<file path="src/rtl/cpu_pkg.sv">
// Shared definitions for the 9-bit accumulator CPU.
//   - fetch sequencer state encoding (IDLE/RUN/HALT, 2 bits)
//   - default PC width and branch look-up table depth
//   - constant branch target table used by branch_lut
package cpu_pkg;

  localparam int unsigned PC_W_DEFAULT = 10;
  localparam int unsigned LUT_DEPTH    = 16;
  localparam int unsigned LUT_IDX_W    = 4;

  typedef enum logic [1:0] {
    IDLE = 2'd0,
    RUN  = 2'd1,
    HALT = 2'd2
  } state_t;

  // Absolute branch targets, indexed by the 4-bit branch operand.
  // Callers truncate to their PC width.
  function automatic int unsigned branch_target(input logic [LUT_IDX_W-1:0] idx);
    int unsigned t;
    case (idx)
      4'd0:    t = 100;
      4'd1:    t = 200;
      4'd2:    t = 300;
      4'd3:    t = 350;
      4'd4:    t = 17;
      4'd5:    t = 512;
      4'd6:    t = 640;
      4'd7:    t = 700;
      4'd8:    t = 750;
      4'd9:    t = 800;
      4'd10:   t = 850;
      4'd11:   t = 900;
      4'd12:   t = 950;
      4'd13:   t = 1000;
      4'd14:   t = 20;
      default: t = 40;
    endcase
    return t;
  endfunction

endpackage

</file>
<file path="src/rtl/branch_lut.sv">
// Combinational branch target table (LUT_DEPTH entries x PC_W bits).
// Ports:
//   i_idx     in  4     table index (branch operand, Instruction[3:0])
//   o_target  out PC_W  absolute branch target
module branch_lut
  import cpu_pkg::*;
#(
  parameter int unsigned PC_W = PC_W_DEFAULT
) (
  input  logic [LUT_IDX_W-1:0] i_idx,
  output logic [PC_W-1:0]      o_target
);

  always_comb begin
    o_target = PC_W'(branch_target(i_idx));
  end

endmodule

</file>
<file path="src/rtl/fetch_unit.sv">
// Program-counter / instruction-fetch sequencer for the 9-bit accumulator CPU.
// Drives PC into the instruction ROM, applies decoder branch/halt requests and
// runs the Req/Done program-start handshake.
// Ports:
//   CLK          in   1      clock, rising edge
//   Reset        in   1      synchronous active-high reset
//   Req          in   1      start request (honoured in IDLE/HALT only)
//   Instruction  in   9      ROM word at PC; [3:0] is the branch operand
//   BranchEn     in   1      current instruction is a branch
//   LookUp       in   1      branch target from LUT (1) or PC-relative (0)
//   Ack          in   1      current instruction is halt
//   Taken        in   1      branch condition true
//   PC           out  PC_W   instruction address
//   Running      out  1      in RUN
//   Done         out  1      in HALT
//   Fault        out  1      halt forced by running off end of ROM
//   CycleCnt     out  CNT_W  instructions fetched since last start (saturating)
module fetch_unit
  import cpu_pkg::*;
#(
  parameter int unsigned PC_W       = PC_W_DEFAULT,
  parameter int unsigned START_ADDR = 0,
  parameter int unsigned CNT_W      = 16
) (
  input  logic             CLK,
  input  logic             Reset,
  input  logic             Req,
  input  logic [8:0]       Instruction,
  input  logic             BranchEn,
  input  logic             LookUp,
  input  logic             Ack,
  input  logic             Taken,
  output logic [PC_W-1:0]  PC,
  output logic             Running,
  output logic             Done,
  output logic             Fault,
  output logic [CNT_W-1:0] CycleCnt
);

  state_t           r_state;
  logic [PC_W-1:0]  r_pc;
  logic [CNT_W-1:0] r_cnt;
  logic             r_fault;
  logic             r_running;
  logic             r_done;

  state_t           w_state_nxt;
  logic [PC_W-1:0]  w_pc_nxt;
  logic [CNT_W-1:0] w_cnt_nxt;
  logic             w_fault_nxt;
  logic [PC_W-1:0]  w_lut_target;
  logic [PC_W-1:0]  w_rel_off;
  logic             w_br_taken;
  logic             w_unused_opcode;

  // Opcode bits are decoded elsewhere; only the operand nibble matters here.
  assign w_unused_opcode = ^Instruction[8:4];

  branch_lut #(
    .PC_W (PC_W)
  ) u_branch_lut (
    .i_idx    (Instruction[3:0]),
    .o_target (w_lut_target)
  );

  // Sign-extended 4-bit relative offset (-8..+7); the add wraps modulo 2**PC_W.
  assign w_rel_off  = {{(PC_W-4){Instruction[3]}}, Instruction[3:0]};
  assign w_br_taken = BranchEn & Taken;

  always_comb begin
    w_state_nxt = r_state;
    w_pc_nxt    = r_pc;
    w_cnt_nxt   = r_cnt;
    w_fault_nxt = r_fault;
    case (r_state)
      IDLE, HALT: begin
        if (Req) begin
          w_state_nxt = RUN;
          w_pc_nxt    = PC_W'(START_ADDR);
          w_cnt_nxt   = '0;
          w_fault_nxt = 1'b0;
        end
      end
      RUN: begin
        if (r_cnt != '1) begin
          w_cnt_nxt = r_cnt + 1'b1;
        end
        if (Ack) begin
          w_state_nxt = HALT;
        end else if (w_br_taken && LookUp) begin
          w_pc_nxt = w_lut_target;
        end else if (w_br_taken) begin
          w_pc_nxt = r_pc + w_rel_off;
        end else if (r_pc == '1) begin
          // Falling off the last ROM word: stop rather than wrap to 0.
          w_state_nxt = HALT;
          w_fault_nxt = 1'b1;
        end else begin
          w_pc_nxt = r_pc + 1'b1;
        end
      end
      default: begin
        w_state_nxt = IDLE;
      end
    endcase
  end

  always_ff @(posedge CLK) begin
    if (Reset) begin
      r_state   <= IDLE;
      r_pc      <= '0;
      r_cnt     <= '0;
      r_fault   <= 1'b0;
      r_running <= 1'b0;
      r_done    <= 1'b0;
    end else begin
      r_state   <= w_state_nxt;
      r_pc      <= w_pc_nxt;
      r_cnt     <= w_cnt_nxt;
      r_fault   <= w_fault_nxt;
      r_running <= (w_state_nxt == RUN);
      r_done    <= (w_state_nxt == HALT);
    end
  end

  assign PC       = r_pc;
  assign Running  = r_running;
  assign Done     = r_done;
  assign Fault    = r_fault;
  assign CycleCnt = r_cnt;

endmodule
</file>
<file path="config.mk">
export PLATFORM = sky130hd
export DESIGN_NAME = fetch_unit
export DESIGN_NICKNAME = d
export VERILOG_FILES = /design/src/rtl/cpu_pkg.sv /design/src/rtl/branch_lut.sv /design/src/rtl/fetch_unit.sv
export SDC_FILE = /design/constraint.sdc
export NUM_CORES = 1
export LEC_CHECK = 0
export ABC_AREA = 1
export BUFFER_PORTS_ARGS = -buffer_cell sky130_fd_sc_hd__buf_4
export CAP_MARGIN = 10
export CORE_MARGIN = 2
export CORE_UTILIZATION = 50
export DETAILED_ROUTE_END_ITERATION = 10
export PLACE_DENSITY = 0.74
export SLEW_MARGIN = 20
export SYNTH_ARGS = -nofsm -noshare
export SYNTH_HDL_FRONTEND = slang
export SYNTH_SLANG_ARGS = --single-unit
</file>
<file path="constraint.sdc">
create_clock -name CLK -period 3.85 [get_ports CLK]
set_input_delay 0.385 -clock CLK [delete_from_list [all_inputs] [get_ports CLK]]
set_output_delay 0.385 -clock CLK [all_outputs]
set_load 0.01 [all_outputs]
</file>
==> impl_results.md <==
- Status: completed
- Int Power: 583 uW
- Most frequent cells in the layout: nand2_1, inv_1, buf_4, a21oi_1, nor2_1
- Vias in the first global route: a little under 2000
- Cts bufs inserted: 5
- Worst path cell trace: buf_4 -> nand2_2 -> inv_2 -> nand2_1 -> ha_1 -> inv_1 -> fa_1 -> nor2_1 -> o21ai_0 -> nand2_1 -> nand2_1 -> nand2_1 -> nand2_1 -> nand3_1 -> nand3_1 -> a21oi_1
- CTS tree: done
- Syn avg cell area: 6.52 um^2
- Number of setup violations in the final report: 0
- Ant. Diodes: 0
- Clk Latency, worst-skew pair: roughly 0.29 ns
- # clock sinks: 31
- Share of layout cells above drive strength 1: around a fifth
- Peak Freq: 0.464 GHz
- Max-capacitance violation count: 0
- Fin Hold WS: about 0.40 ns
- Total negative setup slack: 0 ns
- Nets: around 410
- Routed len/inst: around 13 um
- Detailed Route WL: 5580 um
- Critical Path Fanout Max: 6
- Sequential cell area: between 600 and 700 um^2
- TritonRoute pass-1 iters: 5
- Min-Delay Path Class: in2reg
- Register share of total power: 41.5%
- NetSw: around 230 uW
- Unrepaired setup endpoints after global routing: no
- Placed Cells: ~420
- Vias: 2291
- 1st-iter DRT viols: 178
- Initial antenna violation count: 0
- Buf/Inv on CP: 3
- Cell area after placement: approximately 2500 um^2
- Critical Path End Type: flop
- Fin area: approximately 2600 um^2
- # DRC: 0
- Post-synthesis cell type count: 38
- Clock power frac: between 40 and 50%
- Setup Buffers After CTS: 0
- Die X: around 70 um
- Fill cells: 445
- Xor-xnor portion of the synthesized cell area: under 10%
- Clock Skews: approximately 0.0082 ns
- # port buffers: 39
- Seq cells post-synth: 31
- Commonest non-fill, non-tap cell in the layout: nand2_1
- CP top delay family: simple AND/OR/NAND/NOR gates
- Peak supply drop: 0.147 mV
- Via/cell ratio: roughly 5.3
- Arrival @ worst endpoint: 2.37 ns
- Mapped cell area: 2210 um^2
- Longest Clk Path Bufs: 2
- Final Hold Viols: 0
- Rel. slew slack: between 40% and 50%
- Period utilization: a little under three fifths
- Slew Viols, Final: 0
- Area of the multi-input gates: between 1000 and 1500 um^2
- Tmin final: approximately 2.2 ns
- Die ar.: slightly below 5000 um^2
- Largest net degree at the start of global routing: 18
- Post-DP HPWL: ~4300 um
- Worst-path clk slew: 0.06 ns
- Syn Inst Count: between 300 and 400
- WS Path Type: in2reg
- Die height: 70.5 um
- Cts repair resizes: 0
- H-tree levels: 2
- Slowest CP cell: fa_1
- Clock root cell: clkbuf_8
- Worst-margin pin slew: roughly 0.89 ns
- Final std cells w/o fill: 430
- Post-synthesis mux area share: 0%
- Starting Density: between 50% and 60%
- Hold Buf Count CTS: 0
- DRT antenna net count: 0
- Syn_nets: 367
- Ports: 45
- Post-Synth Simple-Gate Area: between 30% and 40%
- Critical Path Start Type: input pin
- Data required time of the worst path: around 4.1 ns
- Row count: 24
- Fin util: between 60 and 70%
- Core area: around 4300 um^2
- Grt ovf: 0
- First-pass GRT wire length: around 9000 um
- Seq/Total Area, Yosys: about 28%
- Logic pwr share: 16.2%
- Area Overhead vs Synth: 19.5%
- Leakage power: roughly 0.0012 uW
- Compound-Gate Fraction of Synth Area: 18.6%
- GRT Util Overall: 22.6%
- Highest cell delay on the worst timing path: ~0.38 ns
- Synth Area in Adders: approximately 7%
- Crit-path most repeated cell: nand2_1
- Synth Warn #: 0
- Switching portion of total power: 28.0%
- Power Dens Cells: 306 nW/um^2
- Placer Congestion: between 1 and 1.5
- Main combinational cell family by area after synthesis: simple AND/OR/NAND/NOR gates
[state kept, by name, summed over array words and instances (netlist names)]
name      count
CycleCnt     16
Done          1
Fault         1
PC           10
Running       1
r_state       2
[layout make-up]
class	instances	share of cell area [%]
clock buffer	6	3.13
clock inverter	2	1.33
inverter	46	6.54
multi-input combinational	254	52.0
sequential	31	23.5
tap	52	2.46
timing repair buffer	39	11.1
[power groups by stage]
stage                     sequential, uW  combinational (uW)  clock, uW
after floorplan                      344                88.2          0
after global placement               343                 127          0
after detailed placement             343                 129          0
after CTS                            335                 130        346
after global routing                 336                 144        361
final                                335                 131        343
[cell families after synthesis]
group / Yosys count
simple gates: 165
compound gates: 73
buf+inv: 54
flops: 31
fa+ha+maj: 12
xor+xnor: 4
[metrics by stage]
stage / setup slack [ns] / power (uW)
after floorplan: 1.93 / 432
after global placement: 1.48 / 470
after detailed placement: 1.45 / 471
after CTS: 1.74 / 811
after global routing: 1.55 / 842
final: 1.70 / 809
[metal layers]
metal | global-route usage [%] | part of all wire [%]
met5 | 0 | 0
met4 | 5.34 | 0.82
met3 | 5.19 | 6.2
met2 | 35.1 | 44
met1 | 31.8 | 49
[final timing paths]
kind | slack, ns | cells after the start | from | end
setup reg to reg | 1.78 | 12 | PC[0] | PC[8]
hold reg to reg | 0.49 | 2 | CycleCnt[4] | CycleCnt[4]
setup / recovery | 1.70 | 16 | BranchEn | PC[8]
hold / removal | 0.40 | 2 | Reset | PC[9]
[cells in the mapped netlist, drive strengths merged]
| cell | instances | area (um^2) |
|---|---|---|
| nand3 | 25 | 143 |
| o211ai | 1 | 7.51 |
| o22ai | 3 | 18.8 |
| o21a | 1 | 7.51 |
| inv | 46 | 173 |
| a21boi | 2 | 15.0 |
| ha | 11 | 138 |
| o221ai | 2 | 17.5 |
| fa | 1 | 20.0 |
| nor4 | 1 | 6.26 |
| nor3 | 8 | 60.1 |
| clkbuf | 4 | 15.0 |
| a41o | 1 | 10.0 |
| nand2 | 87 | 357 |
| and3 | 1 | 6.26 |
| nor2 | 36 | 153 |
| a211oi | 1 | 7.51 |
| a31oi | 4 | 25.0 |
| nand4 | 6 | 37.5 |
| or2 | 1 | 6.26 |
| a21oi | 37 | 193 |
| xor2 | 3 | 26.3 |
| o21ai | 20 | 100 |
| xnor2 | 1 | 8.76 |
| a311o | 1 | 10.0 |
| dfxtp | 31 | 621 |
| buf | 4 | 28.8 |
Note: power is estimated with default switching activity, not from simulation.
